<file path="src/rtl/vta_mem_arb_pkg.sv">
`default_nettype none
// ============================================================================
//  Module      : vta_mem_arb_pkg
//  Description : Shared types and constants for the VTA simulation-memory
//                DPI arbiter (FSM state encoding, request opcodes).
//  Revision    : 1.0  initial release
// ============================================================================
package vta_mem_arb_pkg;

  // Arbiter sequencing states; the encoding is fixed at two bits.
  typedef enum logic [1:0] {
    IDLE  = 2'd0,
    ISSUE = 2'd1,
    WRITE = 2'd2,
    READ  = 2'd3
  } arb_state_e;

  // Request opcodes as seen on cl_req_opcode / mem_req_opcode.
  localparam logic OP_RD = 1'b0;
  localparam logic OP_WR = 1'b1;

endpackage : vta_mem_arb_pkg
`default_nettype wire

</file>
<file path="src/rtl/vta_rr_picker.sv">
`default_nettype none
// ============================================================================
//  Module      : vta_rr_picker
//  Description : Combinational round-robin priority picker. Selects the first
//                set request bit at or after the pointer, scanning upward with
//                wrap, and returns it one-hot together with its index.
//  Revision    : 1.0  initial release
// ============================================================================
module vta_rr_picker #(
  parameter int NUM  = 4,
  parameter int IDXW = 2
) (
  input  logic [NUM-1:0]  i_req,
  input  logic [IDXW-1:0] i_ptr,
  output logic [NUM-1:0]  o_grant,
  output logic [IDXW-1:0] o_grant_idx,
  output logic            o_any
);

  logic [IDXW-1:0] w_idx;

  // Walk the request vector starting at the pointer; first hit wins.
  always_comb begin
    o_grant     = '0;
    o_grant_idx = '0;
    o_any       = 1'b0;
    w_idx       = '0;
    for (int k = 0; k < NUM; k++) begin
      w_idx = IDXW'((int'(i_ptr) + k) % NUM);
      if (!o_any && i_req[w_idx]) begin
        o_any          = 1'b1;
        o_grant[w_idx] = 1'b1;
        o_grant_idx    = w_idx;
      end
    end
  end

endmodule : vta_rr_picker
`default_nettype wire

</file>
<file path="src/rtl/vta_mem_dpi_arbiter.sv">
`default_nettype none
// ============================================================================
//  Module      : vta_mem_dpi_arbiter
//  Description : Round-robin arbiter and burst sequencer sharing the single
//                VTA simulation-memory DPI port among NUM_CLIENTS requesters.
//                One burst at a time: grant, one-cycle DPI request pulse,
//                then write beats from / read beats to the owning client.
//  Revision    : 1.0  initial release
// ============================================================================
module vta_mem_dpi_arbiter
  import vta_mem_arb_pkg::*;
#(
  parameter int NUM_CLIENTS = 4,
  parameter int LEN_BITS    = 8,
  parameter int ADDR_BITS   = 64,
  parameter int DATA_BITS   = 64
) (
  input  logic                           clock,
  input  logic                           reset,
  // client request channel
  input  logic [NUM_CLIENTS-1:0]         cl_req_valid,
  output logic [NUM_CLIENTS-1:0]         cl_req_ready,
  input  logic [NUM_CLIENTS-1:0]         cl_req_opcode,
  input  logic [NUM_CLIENTS*LEN_BITS-1:0]  cl_req_len,
  input  logic [NUM_CLIENTS*ADDR_BITS-1:0] cl_req_addr,
  // client write channel
  input  logic [NUM_CLIENTS-1:0]         cl_wr_valid,
  input  logic [NUM_CLIENTS*DATA_BITS-1:0] cl_wr_bits,
  output logic [NUM_CLIENTS-1:0]         cl_wr_ready,
  // client read channel
  output logic [NUM_CLIENTS-1:0]         cl_rd_valid,
  output logic [DATA_BITS-1:0]           cl_rd_data,
  output logic                           cl_rd_last,
  input  logic [NUM_CLIENTS-1:0]         cl_rd_ready,
  // DPI memory side
  output logic                           mem_req_valid,
  output logic                           mem_req_opcode,
  output logic [LEN_BITS-1:0]            mem_req_len,
  output logic [LEN_BITS-1:0]            mem_req_id,
  output logic [ADDR_BITS-1:0]           mem_req_addr,
  output logic                           mem_wr_valid,
  output logic [DATA_BITS-1:0]           mem_wr_bits,
  input  logic                           mem_rd_valid,
  input  logic [LEN_BITS-1:0]            mem_rd_id,
  input  logic [DATA_BITS-1:0]           mem_rd_data,
  output logic                           mem_rd_ready,
  // status
  output logic                           err
);

  localparam int c_IDX_BITS = (NUM_CLIENTS > 1) ? $clog2(NUM_CLIENTS) : 1;

  localparam logic [1:0] c_ST_IDLE  = IDLE;
  localparam logic [1:0] c_ST_ISSUE = ISSUE;
  localparam logic [1:0] c_ST_WRITE = WRITE;
  localparam logic [1:0] c_ST_READ  = READ;

  localparam logic [c_IDX_BITS-1:0] c_LAST_CLIENT = c_IDX_BITS'(NUM_CLIENTS - 1);

  // registered state
  logic [1:0]            r_state;
  logic [c_IDX_BITS-1:0] r_owner;
  logic                  r_opcode;
  logic [LEN_BITS-1:0]   r_len;
  logic [ADDR_BITS-1:0]  r_addr;
  logic [LEN_BITS-1:0]   r_beat_cnt;
  logic [c_IDX_BITS-1:0] r_rr_ptr;
  logic                  r_err;

  // per-client views of the flattened buses
  logic [LEN_BITS-1:0]   w_len_arr   [NUM_CLIENTS];
  logic [ADDR_BITS-1:0]  w_addr_arr  [NUM_CLIENTS];
  logic [DATA_BITS-1:0]  w_wbits_arr [NUM_CLIENTS];

  generate
    for (genvar gi = 0; gi < NUM_CLIENTS; gi++) begin : g_slice
      assign w_len_arr[gi]   = cl_req_len[gi*LEN_BITS +: LEN_BITS];
      assign w_addr_arr[gi]  = cl_req_addr[gi*ADDR_BITS +: ADDR_BITS];
      assign w_wbits_arr[gi] = cl_wr_bits[gi*DATA_BITS +: DATA_BITS];
    end
  endgenerate

  // round-robin selection among pending requests
  logic [NUM_CLIENTS-1:0] w_grant;
  logic [c_IDX_BITS-1:0]  w_grant_idx;
  logic                   w_any;

  vta_rr_picker #(
    .NUM  (NUM_CLIENTS),
    .IDXW (c_IDX_BITS)
  ) u_picker (
    .i_req       (cl_req_valid),
    .i_ptr       (r_rr_ptr),
    .o_grant     (w_grant),
    .o_grant_idx (w_grant_idx),
    .o_any       (w_any)
  );

  logic                w_req_fire;
  logic                w_wr_fire;
  logic                w_rd_fire;
  logic                w_last;
  logic                w_id_ok;
  logic                w_burst_end;
  logic [LEN_BITS-1:0] w_owner_ext;

  assign w_owner_ext = LEN_BITS'(r_owner);
  assign w_id_ok     = (mem_rd_id == w_owner_ext);
  assign w_last      = (r_beat_cnt == r_len);
  assign w_req_fire  = (r_state == c_ST_IDLE) && w_any;
  assign w_wr_fire   = (r_state == c_ST_WRITE) && cl_wr_valid[r_owner];
  assign w_rd_fire   = (r_state == c_ST_READ) && mem_rd_valid && cl_rd_ready[r_owner];
  assign w_burst_end = (w_wr_fire || w_rd_fire) && w_last;
  assign err         = r_err;

  // Output steering: everything idles at zero; only the owner's lanes are
  // connected through while its burst is active.
  always_comb begin
    cl_req_ready   = '0;
    cl_wr_ready    = '0;
    cl_rd_valid    = '0;
    cl_rd_data     = '0;
    cl_rd_last     = 1'b0;
    mem_req_valid  = 1'b0;
    mem_req_opcode = 1'b0;
    mem_req_len    = '0;
    mem_req_id     = '0;
    mem_req_addr   = '0;
    mem_wr_valid   = 1'b0;
    mem_wr_bits    = '0;
    mem_rd_ready   = 1'b0;
    case (r_state)
      c_ST_IDLE: begin
        cl_req_ready = w_grant;
      end
      c_ST_ISSUE: begin
        mem_req_valid  = 1'b1;
        mem_req_opcode = r_opcode;
        mem_req_len    = r_len;
        mem_req_id     = w_owner_ext;
        mem_req_addr   = r_addr;
      end
      c_ST_WRITE: begin
        cl_wr_ready[r_owner] = 1'b1;
        mem_wr_valid         = cl_wr_valid[r_owner];
        mem_wr_bits          = w_wbits_arr[r_owner];
      end
      c_ST_READ: begin
        // A beat tagged for another client is drained but never forwarded.
        mem_rd_ready         = cl_rd_ready[r_owner];
        cl_rd_valid[r_owner] = mem_rd_valid && w_id_ok;
        cl_rd_data           = mem_rd_data;
        cl_rd_last           = w_last;
      end
      default: begin
        cl_req_ready = '0;
      end
    endcase
  end

  // Burst sequencer: capture on grant, pulse the request, count beats.
  always_ff @(posedge clock) begin
    if (reset) begin
      r_state    <= c_ST_IDLE;
      r_owner    <= '0;
      r_opcode   <= OP_RD;
      r_len      <= '0;
      r_addr     <= '0;
      r_beat_cnt <= '0;
      r_rr_ptr   <= '0;
    end else begin
      case (r_state)
        c_ST_IDLE: begin
          if (w_req_fire) begin
            r_owner    <= w_grant_idx;
            r_opcode   <= cl_req_opcode[w_grant_idx];
            r_len      <= w_len_arr[w_grant_idx];
            r_addr     <= w_addr_arr[w_grant_idx];
            r_beat_cnt <= '0;
            r_state    <= c_ST_ISSUE;
          end
        end
        c_ST_ISSUE: begin
          r_state <= (r_opcode == OP_WR) ? c_ST_WRITE : c_ST_READ;
        end
        c_ST_WRITE, c_ST_READ: begin
          if (w_wr_fire || w_rd_fire) begin
            r_beat_cnt <= r_beat_cnt + 1'b1;
          end
          if (w_burst_end) begin
            r_state  <= c_ST_IDLE;
            r_rr_ptr <= (r_owner == c_LAST_CLIENT) ? '0 : r_owner + 1'b1;
          end
        end
        default: begin
          r_state <= c_ST_IDLE;
        end
      endcase
    end
  end

  // Sticky flag for read beats whose id does not match the current owner.
  always_ff @(posedge clock) begin
    if (reset) begin
      r_err <= 1'b0;
    end else if (w_rd_fire && !w_id_ok) begin
      r_err <= 1'b1;
    end
  end

endmodule : vta_mem_dpi_arbiter
`default_nettype wire

</file>
<file path="config.mk">
export PLATFORM = sky130hd
export DESIGN_NAME = vta_mem_dpi_arbiter
export DESIGN_NICKNAME = d
export VERILOG_FILES = /design/src/rtl/vta_mem_arb_pkg.sv /design/src/rtl/vta_rr_picker.sv /design/src/rtl/vta_mem_dpi_arbiter.sv
export SDC_FILE = /design/constraint.sdc
export NUM_CORES = 1
export LEC_CHECK = 0
export BUFFER_PORTS_ARGS = -buffer_cell sky130_fd_sc_hd__buf_4
export CAP_MARGIN = 30
export CORE_AREA = 2 2 332 334
export CTS_CLUSTER_DIAMETER = 30
export DETAILED_ROUTE_END_ITERATION = 10
export DIE_AREA = 0 0 334 336
export SYNTH_ARGS = -nofsm -noshare
export SYNTH_HDL_FRONTEND = slang
export SYNTH_SLANG_ARGS = --single-unit
export TNS_END_PERCENT = 20
</file>
<file path="constraint.sdc">
create_clock -name clock -period 3.3 [get_ports clock]
set_input_delay 0.66 -clock clock [delete_from_list [all_inputs] [get_ports clock]]
set_output_delay 0.66 -clock clock [all_outputs]
set_load 0.02 [all_outputs]
</file>
; ---- Yosys cells after proc, flatten, opt, wreduce, memory -nomap -nowiden
; Index checks and enable logic that the tools add are counted.
[totals]
regBits = 88
in_bits = 635
out_inout_bits = 226
wordCells = 134
[op_classes]
add_sub_neg = 5
order_cmp = 13
eq_ne = 9
n_mux = 66
bitwise = 6
reduce_logical = 27
[ops]
columns = operator, n
row1 = 64-bit 2-to-1 mux, 7
row2 = 64-bit binary-select mux with 2-bit select, 2
row3 = 8-bit 2-to-1 mux, 5
row4 = 4-bit 2-to-1 mux, 7
row5 = 1-bit 2-to-1 mux, 22
row6 = "2-bit by 3-bit less-than comparator with 1-bit output, second input constant", 6
row7 = 8-bit binary-select mux with 2-bit select, 1
row8 = 2-bit 2-to-1 mux, 8
row9 = 8-bit case mux with 2 select lines, 1
row10 = 1-bit logical AND, 15
row11 = 1-bit binary-select mux with 2-bit select, 7
row12 = 4-bit OR, 3
row13 = 1-bit demux with 2-bit select, 5
row14 = "2-bit by 1-bit >= comparator with 1-bit output, second input constant", 5
row15 = "8-bit by 1-bit adder with 8-bit output, second input constant", 1
row16 = 8-bit by 2-bit == test with 1-bit output, 1
row17 = 8-bit == test, 1
row18 = "2-bit == test, second input constant", 3
row19 = "3-bit >= comparator, second input constant", 2
row20 = "2-bit inequality test, second input constant", 3
row21 = 2-bit inverter with 3-bit output, 2
row22 = 2-bit case mux with 3 select lines, 1
row23 = 2-bit AND reduction, 3
row24 = "2-bit by 1-bit adder with 2-bit output, second input constant", 2
row25 = other kinds (9), 13

; ---- Longest topological paths before layout
[logic_depth]
depth_word = 16
mapped_depth = 12
depth_no_buf = 8

; ---- By module
; Synthesis repeated with hierarchy kept, for this count alone.
[unflattened]
hier_cells = 909
hier_area_um2 = 8667.1
[modules_own_cells]
columns = module, n_inst, cells_per_inst, area_each_um2
row1 = vta_mem_dpi_arbiter, 1, 864, 8247.9
row2 = vta_rr_picker, 1, 45, 419.2

; ---- Least setup slack after synthesis
; OpenSTA, ideal clock, no wires.
[synth_path]
path_type = register to output
from = reg r_rr_ptr[0]
to = out cl_req_ready[0]
t_arrival_ns = 2.749
setup_slack_ns = -0.109
path_stages_with_launch = 9
n_path_buf = 2
path_cell_list = dfxtp_1 buf_4 inv_1 ha_1 mux4_2 buf_2 nor4b_4 a221oi_1 nor3_1
[synth_between]
elab_chain_len = 13
elab_cells_between_ends = 48
cone_classes = 3 x add/sub / 8 x order compare / 24 x mux / 3 x bitwise / 10 x reduce/logical
[synth_lines]
columns = element, line
row1 = start: declaration, vta_mem_dpi_arbiter.sv:67  ; logic [c_IDX_BITS-1:0] r_rr_ptr;
row2 = start signal: assignment, vta_mem_dpi_arbiter.sv:192  ; r_rr_ptr <= (r_owner == c_LAST_CLIENT) ? '0 : r_owner + 1'b1;
row3 = branches (longest 11 deep; another with 2-bit by 3-bit less-than comparator with 1-bit output), n/a
row4 = 4-bit 2-to-1 mux (*), vta_rr_picker.sv:30  ; if (!o_any && i_req[w_idx]) begin
row5 = 4-bit 2-to-1 mux (*), vta_mem_dpi_arbiter.sv:132  ; case (r_state)
row6 = end: declaration, vta_mem_dpi_arbiter.sv:22  ; output logic [NUM_CLIENTS-1:0] cl_req_ready,
; Mark *: on every way between the ends. The select of a mux whose other input is x is not followed.

; ---- Worst setup path after layout
[layout_path]
from = reg r_rr_ptr[1]
to = reg r_addr[56]
[layout_between]
elab_chain_len = 16
elab_cells_between_ends = 31
cone_classes = 3 x add/sub / 19 x mux / 1 x bitwise / 8 x reduce/logical
[layout_lines]
columns = element, line
row1 = branches (longest 16 deep; another with 2-bit by 1-bit adder with 2-bit output), n/a
row2 = end signal: assignment, vta_mem_dpi_arbiter.sv:178  ; r_addr <= w_addr_arr[w_grant_idx];
row3 = end: declaration, vta_mem_dpi_arbiter.sv:65  ; logic [ADDR_BITS-1:0] r_addr;
; Several ways; the timed one is not identified. The select of a mux whose other input is x is not followed.
; A chain may end at the register's enable or synchronous reset.

==> impl_metrics.csv <==
group,metric,value,unit
sta,slew_headroom,55.9,%
power,power.total,6.22,mW
sta,setup_viol,0,
logic_synthesis,yosysTopAreaCell,"dfxtp_1",
logic_synthesis,synth_top_area_share,19.9,%
sta,fmax,0.309,GHz
logic_synthesis,avgSynthCellArea,9.27,um^2
finish,area_delta_synth_final,98.8,%
logic_synthesis,synth_edf_count,0,
outcome,status,"completed",
setup_path,r2r_cells,11,
sta,fin_skew,0.0285,ns
drt,via_count,11800,
die,io_pins,861,
die,die_x,334,um
setup_path,crit_required,3.58,ns
clock_tree,cts_made_buffers,9,
power,switching_share,43.3,%
worst_hold_path,hold_path.class,"register to register",
logic_synthesis,synth_seq_cells,88,
die,core_area,108000,um^2
logic_synthesis,synth_common_cells,"and3_1, mux2i_1, dfxtp_1",
logic_synthesis,ys_seq_area_share,19.9,%
die,rows,121,
power,internal_power,3.53,mW
global_routing,grt_start_max_net_pins,103,
sta,rsz0062_at_grt,"true",
logic_synthesis,syn_area,8870,um^2
setup_path,cp-end-kind,"register",
placement,io_buffers,854,
setup_path,crit_path_max_fanout,23,
logic_synthesis,synth_ff_type,"dfxtp_1",
sta,slew_violations,0,
placement,placed_area,17100,um^2
global_routing,grt_pass1_vias,12000,
global_routing,gr-total-overflow,0,
finish,final_nets,2402,
sta,timing.final.ws_setup,0.0585,ns
setup_path,cp_cell_sequence,"inv_2 -> ha_4 -> mux4_2 -> buf_4 -> o211ai_1 -> buf_4 -> nand2_4 -> buf_12 -> buf_12 -> a211oi_1 -> o32ai_2",
sta,period_needed,3.24,ns
logic_synthesis,yosys_warnings,0,
clock_tree,clk_latency,0.40,ns
drt,drt_pre_antenna_iters,5,
sta,fin_crit_sh,98.2,%
clock_tree,cts-root-buf,"clkbuf_16",
power,powerDensity,353,nW/um^2
power,ir_worst_vdd,0.208,mV
logic_synthesis,synth_cell_types,46,
drt,drt_iter0_markers,517,
flow_run,cap_violations,0,
drt,drc_errors,0,
sta,hold_viol,0,
sta,tns,0,ns
logic_synthesis,synth_area_leaders,"dfxtp_1, mux4_2, and3_1, mux2i_1, o32ai_2",
power,p_switching,2.69,mW
drt,drt-wirelength-per-cell,25.4,um
finish,drive_gt1_share,60.2,%
placement,dpl.hpwl,69800,um
power,clkPwrFrac,19.4,%
logic_synthesis,synth_most_common_cell,"and3_1",
global_routing,grt_antenna_before_repair,27,
clock_tree,clock_path_buffers,2,
drt,wl,81000,um
die,initial_utilization,8.19,%
worst_hold_path,holdPathStages,2,
power,p_leak,8.50,nW
die,die_height,336,um
finish,fillers,12300,
setup_path,start_kind,"register",
clock_tree,cts.reportedPaths.clkPinSlew,0.09,ns
global_routing,grt_pass1_wl,104000,um
setup_path,crit_arrival,3.52,ns
logic_synthesis,async_reset_ff_share,0,%
placement,place_ws,-0.0533,ns
sta,worst_pin_slew,0.660,ns
setup_path,crit_type,"register to register",
clock_tree,cts_hold_buf,0,
drt,detail-route-antenna-nets,0,
setup_path,cpPeakStageDelay,0.59,ns
placement,gp_congestion,0.851,
die,die_area,112000,um^2
clock_tree,htreeDepth,3,
clock_tree,clock_sink_count,88,
power,combPwrFrac,56.6,%
finish,stdcell_area,17600,um^2
global_routing,grt_use_total,13.7,%
power,seq_power_share,24.0,%
logic_synthesis,synth_cells,957,
clock_tree,cts_tree,"built",
setup_path,critPathSlowestCell,"mux4_2",
drt,vias_per_cell,3.71,
path summary, 6_finish.rpt:
kind | startpoint | to | slack [ns]
max | r_rr_ptr[1] | r_addr[56] | 0.06
min | r_addr[23] | r_addr[23] | 0.46
max reg2reg | r_rr_ptr[1] | r_addr[56] | 0.06
min reg2reg | r_addr[23] | r_addr[23] | 0.46
power groups by stage:
stage,sequential [mW],combinational (mW),clock [mW]
finish,1.49,3.52,1.20
global route,1.53,3.76,1.31
CTS,1.51,3.56,1.27
detailed placement,1.53,3.54,0
global placement,1.53,3.52,0
floorplan,1.34,1.81,0
sequential cells by signal, summed over array words and instances, names as in the netlist:
| register | cells |
|---|---|
| r_addr | 64 |
| r_owner | 2 |
| r_len | 8 |
| r_opcode | 1 |
| r_rr_ptr | 2 |
| err | 1 |
| r_beat_cnt | 8 |
| r_state | 2 |
through the flow:
step,util (%),hold slack [ns],std cells
2_1_floorplan,-,0.424,962
3_3_place_gp,15.8,0.436,3148
3_5_place_dp,15.8,0.438,3148
4_1_cts,16.2,0.459,3173
5_1_grt,16.3,0.479,3181
6_report,16.3,0.456,3189
worst max-delay path: cells and delay by family, from the launching register on:
family / cells / cell delay (ns)
muxes: 1 / 0.59
DFF: 1 / 0.33
and+or+nand+nor: 1 / 0.09
buffers and inverters: 5 / 0.89
AOI/OAI and AO/OA: 3 / 0.91
adders and majority gates: 1 / 0.27
logic make-up after synthesis:
| logic type | count (synthesis) | share of synthesized area (%) |
|---|---|---|
| simple gates | 388 | 24.4 |
| mux | 183 | 30.5 |
| compound gates | 138 | 15.2 |
| buf+inv | 131 | 6.64 |
| flops | 88 | 19.9 |
| xor+xnor | 16 | 1.58 |
| fa+ha+maj | 12 | 1.69 |
| other cells | 1 | 0.0423 |
area by class of cell:
| type | count | area (um^2) | share of cell area (%) |
|---|---|---|---|
| Clock buffer | 10 | 239 | 1.35 |
| Clock inverter | 6 | 72.6 | 0.411 |
| Timing Repair Buffer | 906 | 7030 | 39.8 |
| Multi-Input combinational cell | 743 | 6690 | 37.9 |
| Tap cell | 1414 | 1770 | 10.0 |
| Inverter | 7 | 28.8 | 0.163 |
| Sequential cell | 88 | 1780 | 10.1 |
| Antenna cell | 15 | 37.5 | 0.213 |
what timing repair did:
item,CTS,global route
endpoints found under the setup margin,11,23
pin swaps,4,3
gates cloned,0,0
gates resized for setup,11,10
buffers inserted,9,1
per-layer routing:
metal	GRT usage [%]	routed length [um]	part of all wire (%)
met2	22.9	38500	48
met4	3.49	1860	2.3
met3	5.98	8960	11
met1	15.9	31600	39
met5	0	141	0.17
cell usage in the layout, fill, tap and decap left out, types with 3 or more instances in the layout:
master and count:
a211oi_1 31, a211oi_2 6, a21oi_1 6, a221oi_2 4, a22oi_1 4, and2_1 5, and3_1 246, buf_12 18
buf_4 887, clkbuf_16 9, conb_1 6, dfxtp_1 82, dfxtp_4 4, diode_2 15, ha_1 11, inv_1 3
inv_2 3, mux2i_1 111, mux4_2 70, nand2_1 45, nand3_1 3, nand4_1 4, nor2_1 61, nor3_1 8
nor4_1 3, o221ai_1 37, o32ai_1 7, o32ai_2 30, xor2_1 14
(Power assumes the default switching activity.)
